$ cat src/rtl/dsp_seq_pkg.sv
// Shared types and DSP48 OPMODE encodings for the MAC job sequencer.
package dsp_seq_pkg;

  typedef enum logic [1:0] {
    ST_IDLE  = 2'd0,
    ST_FEED  = 2'd1,
    ST_DRAIN = 2'd2,
    ST_HOLD  = 2'd3
  } seq_state_t;

  localparam logic [7:0] OPM_IDLE = 8'h00;
  localparam logic [7:0] OPM_LOAD = 8'h01;  // X=M, Z=0
  localparam logic [7:0] OPM_ACC  = 8'h09;  // X=M, Z=P

  // The first issue of a job restarts the accumulator, every later one adds to P.
  function automatic logic [7:0] feed_opmode(input logic seen);
    return seen ? OPM_ACC : OPM_LOAD;
  endfunction

endpackage

$ cat src/rtl/dsp_seq_delay.sv
// Fixed-depth delay line that aligns OPMODE with its operands at the DSP post-adder.
module dsp_seq_delay #(
  parameter int DEPTH = 1,
  parameter int WIDTH = 8
) (
  input  logic             CLK,
  input  logic             RST_N,
  input  logic [WIDTH-1:0] i_d,
  output logic [WIDTH-1:0] o_q
);

  generate
    if (DEPTH == 0) begin : g_pass
      assign o_q = i_d;
    end else begin : g_line
      logic [WIDTH-1:0] r_line [DEPTH];

      always_ff @(posedge CLK or negedge RST_N) begin
        if (!RST_N) begin
          for (int i = 0; i < DEPTH; i++) r_line[i] <= '0;
        end else begin
          r_line[0] <= i_d;
          for (int i = 1; i < DEPTH; i++) r_line[i] <= r_line[i-1];
        end
      end

      assign o_q = r_line[DEPTH-1];
    end
  endgenerate

endmodule

$ cat src/rtl/dsp_mac_sequencer.sv
// Sequences an N-pair multiply-accumulate job through a pipelined DSP48 slice
// and holds the accumulated P value until the consumer takes it.
module dsp_mac_sequencer
  import dsp_seq_pkg::*;
#(
  parameter int WIDTH_A  = 18,
  parameter int WIDTH_P  = 48,
  parameter int LEN_W    = 8,
  parameter int PIPE_LAT = 3,
  parameter int OP_DLY   = 1
) (
  input  logic               CLK,
  input  logic               RST_N,
  input  logic               start,
  input  logic [LEN_W-1:0]   len,
  input  logic               s_valid,
  output logic               s_ready,
  input  logic [WIDTH_A-1:0] s_a,
  input  logic [WIDTH_A-1:0] s_b,
  output logic [WIDTH_A-1:0] dsp_a,
  output logic [WIDTH_A-1:0] dsp_b,
  output logic [7:0]         dsp_opmode,
  output logic               dsp_ce,
  input  logic [WIDTH_P-1:0] dsp_p,
  output logic               res_valid,
  input  logic               res_ready,
  output logic [WIDTH_P-1:0] res_data,
  output logic               busy,
  output logic               err
);

  localparam int DRN_W = $clog2(PIPE_LAT + 1) + 1;

  seq_state_t         r_state;
  logic [LEN_W-1:0]   r_cnt;
  logic [DRN_W-1:0]   r_drn;
  logic               r_seen;
  logic               r_s_ready;
  logic               r_ce;
  logic               r_busy;
  logic               r_err;
  logic               r_res_valid;
  logic [WIDTH_A-1:0] r_dsp_a;
  logic [WIDTH_A-1:0] r_dsp_b;
  logic [7:0]         r_opm_issue;
  logic [WIDTH_P-1:0] r_res_data;
  logic [7:0]         w_opm_dly;
  logic               w_hs;

  assign w_hs = s_valid & r_s_ready;

  always_ff @(posedge CLK or negedge RST_N) begin
    if (!RST_N) begin
      r_state     <= ST_IDLE;
      r_cnt       <= '0;
      r_drn       <= '0;
      r_seen      <= 1'b0;
      r_s_ready   <= 1'b0;
      r_ce        <= 1'b0;
      r_busy      <= 1'b0;
      r_err       <= 1'b0;
      r_res_valid <= 1'b0;
      r_dsp_a     <= '0;
      r_dsp_b     <= '0;
      r_opm_issue <= OPM_IDLE;
      r_res_data  <= '0;
    end else begin
      r_err <= 1'b0;
      case (r_state)
        ST_IDLE: begin
          r_dsp_a     <= '0;
          r_dsp_b     <= '0;
          r_opm_issue <= OPM_IDLE;
          if (start) begin
            if (len != '0) begin
              r_state   <= ST_FEED;
              r_cnt     <= len;
              r_seen    <= 1'b0;
              r_s_ready <= 1'b1;
              r_ce      <= 1'b1;
              r_busy    <= 1'b1;
            end else begin
              r_err <= 1'b1;
            end
          end
        end

        // Stall cycles still issue a zero product so the pipeline keeps advancing.
        ST_FEED: begin
          r_opm_issue <= feed_opmode(r_seen);
          if (w_hs) begin
            r_dsp_a <= s_a;
            r_dsp_b <= s_b;
            r_seen  <= 1'b1;
            r_cnt   <= r_cnt - LEN_W'(1);
            if (r_cnt == LEN_W'(1)) begin
              r_state   <= ST_DRAIN;
              r_s_ready <= 1'b0;
              r_drn     <= DRN_W'(PIPE_LAT);
            end
          end else begin
            r_dsp_a <= '0;
            r_dsp_b <= '0;
          end
        end

        // PIPE_LAT cycles flush the last product into P, plus one to sample it
        // since dsp_a/dsp_b add a register ahead of the DSP input stage.
        ST_DRAIN: begin
          r_dsp_a     <= '0;
          r_dsp_b     <= '0;
          r_opm_issue <= OPM_ACC;
          if (r_drn == '0) begin
            r_res_data  <= dsp_p;
            r_res_valid <= 1'b1;
            r_ce        <= 1'b0;
            r_opm_issue <= OPM_IDLE;
            r_state     <= ST_HOLD;
          end else begin
            r_drn <= r_drn - DRN_W'(1);
          end
        end

        ST_HOLD: begin
          r_opm_issue <= OPM_IDLE;
          if (res_ready) begin
            r_res_valid <= 1'b0;
            r_busy      <= 1'b0;
            r_state     <= ST_IDLE;
          end
        end

        default: r_state <= ST_IDLE;
      endcase
    end
  end

  dsp_seq_delay #(
    .DEPTH (OP_DLY),
    .WIDTH (8)
  ) u_opm_dly (
    .CLK   (CLK),
    .RST_N (RST_N),
    .i_d   (r_opm_issue),
    .o_q   (w_opm_dly)
  );

  assign s_ready    = r_s_ready;
  assign dsp_a      = r_dsp_a;
  assign dsp_b      = r_dsp_b;
  assign dsp_opmode = w_opm_dly;
  assign dsp_ce     = r_ce;
  assign res_valid  = r_res_valid;
  assign res_data   = r_res_data;
  assign busy       = r_busy;
  assign err        = r_err;

endmodule

$ cat config.mk
export PLATFORM = sky130hd
export DESIGN_NAME = dsp_mac_sequencer
export DESIGN_NICKNAME = d
export VERILOG_FILES = /design/src/rtl/dsp_seq_pkg.sv /design/src/rtl/dsp_seq_delay.sv /design/src/rtl/dsp_mac_sequencer.sv
export SDC_FILE = /design/constraint.sdc
export NUM_CORES = 1
export LEC_CHECK = 0
export ABC_AREA = 1
export ABC_CLOCK_PERIOD_IN_PS = 2009
export BUFFER_PORTS_ARGS = -buffer_cell sky130_fd_sc_hd__buf_2
export CAP_MARGIN = 10
export CORE_MARGIN = 2
export CORE_UTILIZATION = 35
export CTS_CLUSTER_DIAMETER = 80
export CTS_CLUSTER_SIZE = 30
export DETAILED_ROUTE_END_ITERATION = 6
export MAX_ROUTING_LAYER = met4
export PLACE_DENSITY_LB_ADDON = 0.05
export SKIP_LAST_GASP = 1
export SYNTH_ARGS = -nofsm -noshare
export SYNTH_HDL_FRONTEND = slang
export SYNTH_HIERARCHICAL = 1
export SYNTH_SLANG_ARGS = --single-unit
$ cat constraint.sdc
create_clock -name CLK -period 2.01 [get_ports CLK]
set_clock_uncertainty 0.1 [all_clocks]
set_input_delay 0 -clock CLK [delete_from_list [all_inputs] [get_ports CLK]]
set_output_delay 0 -clock CLK [all_outputs]
set_load 0.005 [all_outputs]
==> impl_metrics.py <==
metrics = {
    "timing": {
        "fin_crit_sh": 0.921,
        "fmax_ghz": 0.540,
        "rsz0062_at_grt": "false",
        "timing.final.ws_setup_ns": 0.160,
        "slew_viol_final": 0,
        "finalCriticalPeriod_ns": 1.85,
        "hold_viol": 0,
        "setup_viol": 0,
        "finalSetupTns_ns": 0,
    },
    "detailed_routing": {
        "drt_first_pass_iters": 4,
        "remaining_drc_errors": 0,
        "totalWireLength_um": 12600,
        "wl_met2_um": 6140,
        "wl_met1_um": 5370,
        "wl_met3_um": 787,
        "detail_route.vias_per_cell": 4.40,
        "drtAntennaViolNets": 0,
        "drt_iter0_markers": 188,
        "highest_layer": "met4",
        "wl_per_cell_um": 13.3,
        "route.vias.total": 4164,
    },
    "clock_tree": {
        "clkSinkCount": 113,
        "cts_buffers": 17,
        "clk_transition_reported_paths_ns": 0.05,
        "clk_latency_ns": 0.41,
        "cts_max_level": 4,
        "cts-root-buf": "clkbuf_16",
        "cts_tree": "built",
        "max-clock-path-buffers": 2,
    },
    "yosys": {
        "ys_seq_area_frac": 0.595,
        "synth.top_cells.by_area": "dfrtp_1 59%, nand2_1 11%, mux2_2 9.2%",
        "synth_ff_type": "dfrtp_1",
        "synthArstFlopShare": 1.00,
        "yosys_warnings": 6,
        "syn_avg_cell_area_um2": 10.5,
        "netlist-cell-type-count": 26,
        "synth_most_common_cell": "nand2_1",
        "synth-edff-count": 0,
        "netlist_area_um2": 4750,
        "netlist.area_leader.share": 0.595,
        "synth_cells": 453,
        "synth_common_cells": "140 x nand2_1, 113 x dfrtp_1, 48 x nand3_1",
        "synth_top_cell_by_area": "dfrtp_1",
        "ys_seq_elements": 113,
    },
    "place": {
        "place.gp.congestion": 0.794,
        "pre_cts_slack_ns": 0.228,
        "place_hpwl_um": 8100,
        "portBuffers": 193,
        "placed_cell_area_um2": 5970,
    },
    "final_layout": {
        "final_nets": 862,
        "multi_input_area_um2": 1730,
        "finish.utilization": 0.572,
        "syn2layout_area_growth_pct": 59.5,
        "antennaDiodeCount": 0,
        "design_area_um2": 7580,
        "seqCellArea_um2": 2830,
        "drive_above_1_share": 0.379,
        "n_fill_cell": 1148,
    },
    "floorplan": {
        "rows": 42,
        "dieHeight_um": 121,
        "ios": 194,
        "initial_core_util": 0.359,
        "core_um2": 13200,
        "dieArea_um2": 14500,
        "die_x_um": 121,
    },
    "global_routing": {
        "grt_pass1_wl_um": 20500,
        "grt_overflow": 0,
        "track_usage": 0.186,
        "grt_max_degree": 49,
        "grt_pass1_vias": 4269,
        "antenna_found_initial": 0,
    },
    "setup_path": {
        "crit_chain": "inv_1, ha_2, nand2_1, nor2_1, nand2_2, nor2_1, dlygate4sd3_1",
        "crit_path_end_kind": "register",
        "path_max_fanout": 5,
        "critPathSlowestCell": "dlygate4sd3_1",
        "crit_family": "buffers and inverters",
        "crit_top_cell": "nor2_1",
        "cp_num_cells": 7,
        "startpoint_type": "register",
        "slowest_delay_ns": 0.56,
        "crit_buf_inv": 2,
        "crit_required_ns": 2.25,
        "r2r_cells": 7,
        "critPathKind": "reg -> reg",
        "critPathArrivalTime_ns": 2.09,
    },
    "power": {
        "p_leak_nw": 4.02,
        "powerDensity_nw_per_um2": 1410,
        "ir_drop_v": 0.000638,
    },
    "worst_hold_path": {
        "min_path_cells": 5,
        "hp-class": "in -> reg",
    },
    "flow_run": {
        "cap_violations": 0,
    },
    "outcome": {
        "status": "completed",
    },
}
-- cells by family after synthesis --
logic type	share of synthesized area
DFF	0.595
AOI/OAI and AO/OA	0.0279
adders and majority gates	0.0211
muxes	0.121
other	0.000789
buffers and inverters	0.0471
and+or+nand+nor	0.187
-- where the power goes --
group          leakage, nW  switching [mW]  total [mW]  internal, mW
sequential            1.39           0.453        3.68          3.23
clock                0.295            1.05        3.10          2.05
combinational         2.33            2.03        3.94          1.91
-- what timing repair did --
| action | CTS | global route |
|---|---|---|
| hold endpoints to repair | 208 | 0 |
| gates resized for setup | 0 | 2 |
| hold buffers | 97 | 0 |
| setup endpoints to repair | 0 | 1 |
| setup buffers | 0 | 0 |
-- metrics by stage --
stage / hold slack (ns) / instances / power (mW)
floorplan: -0.396 / 458 / 6.01
global placement: -0.142 / 817 / 7.43
detailed placement: -0.145 / 817 / 7.53
CTS: 0.00223 / 946 / 10.8
global route: 0.0507 / 946 / 11.5
finish: 0.00799 / 946 / 10.7
-- tightest hold or removal path: stages --
cell and delay, ns:
buf_2 0.08, nand2_1 0.12, nand2_2 0.12, nand4_1 0.09, o21ai_0 0.07
-- worst paths after layout --
path,slack (ns),end,from
min in group asynchronous,0.06,res_data[14],RST_N
hold / removal,0.008,r_drn[0],s_valid
max in group asynchronous,1.50,dsp_b[17],RST_N
setup reg to reg,0.16,err,r_state[1]
hold reg to reg,0.25,u_opm_dly/o_q[0],r_opm_issue[0]
setup / recovery,0.16,err,r_state[1]
-- metal layers --
metal  up-vias  GRT usage
li1       2080          -
met1      1926      0.223
met2       139      0.295
met3        19     0.0524
met4         0     0.0821
met5         -          -
-- layout by cell type (no fill, tap or decap), drive strengths merged, types with 2 or more instances in the layout --
master	Yosys	routed
buf	11	203
nand2	142	142
dfrtp	113	113
dlygate4sd3	0	96
nand3	49	49
mux2	48	48
inv	28	29
clkbuf	8	20
o21ai	18	18
nor2	17	17
ha	8	8
conb	1	6
clkinvlp	0	4
clkinv	0	4
o21bai	3	3
bufinv	0	3
nand4	2	2
-- layout make-up --
type / count / share of cell area
flip-flops and latches: 113 / 0.373
repair buffers: 299 / 0.274
multi-input cells: 298 / 0.228
clock buffers: 20 / 0.0616
well taps: 176 / 0.0290
clock inverters: 12 / 0.0206
inverters: 28 / 0.0139
-- state kept, by name, summed over array words and instances, names as in the netlist, 2 cells and up --
| register | count |
|---|---|
| res_data | 48 |
| dsp_a | 18 |
| dsp_b | 18 |
| r_cnt | 8 |
| u_opm_dly/o_q | 8 |
| r_drn | 3 |
| r_opm_issue | 2 |
| r_state | 2 |
Note: power is estimated with default switching activity, not from simulation.
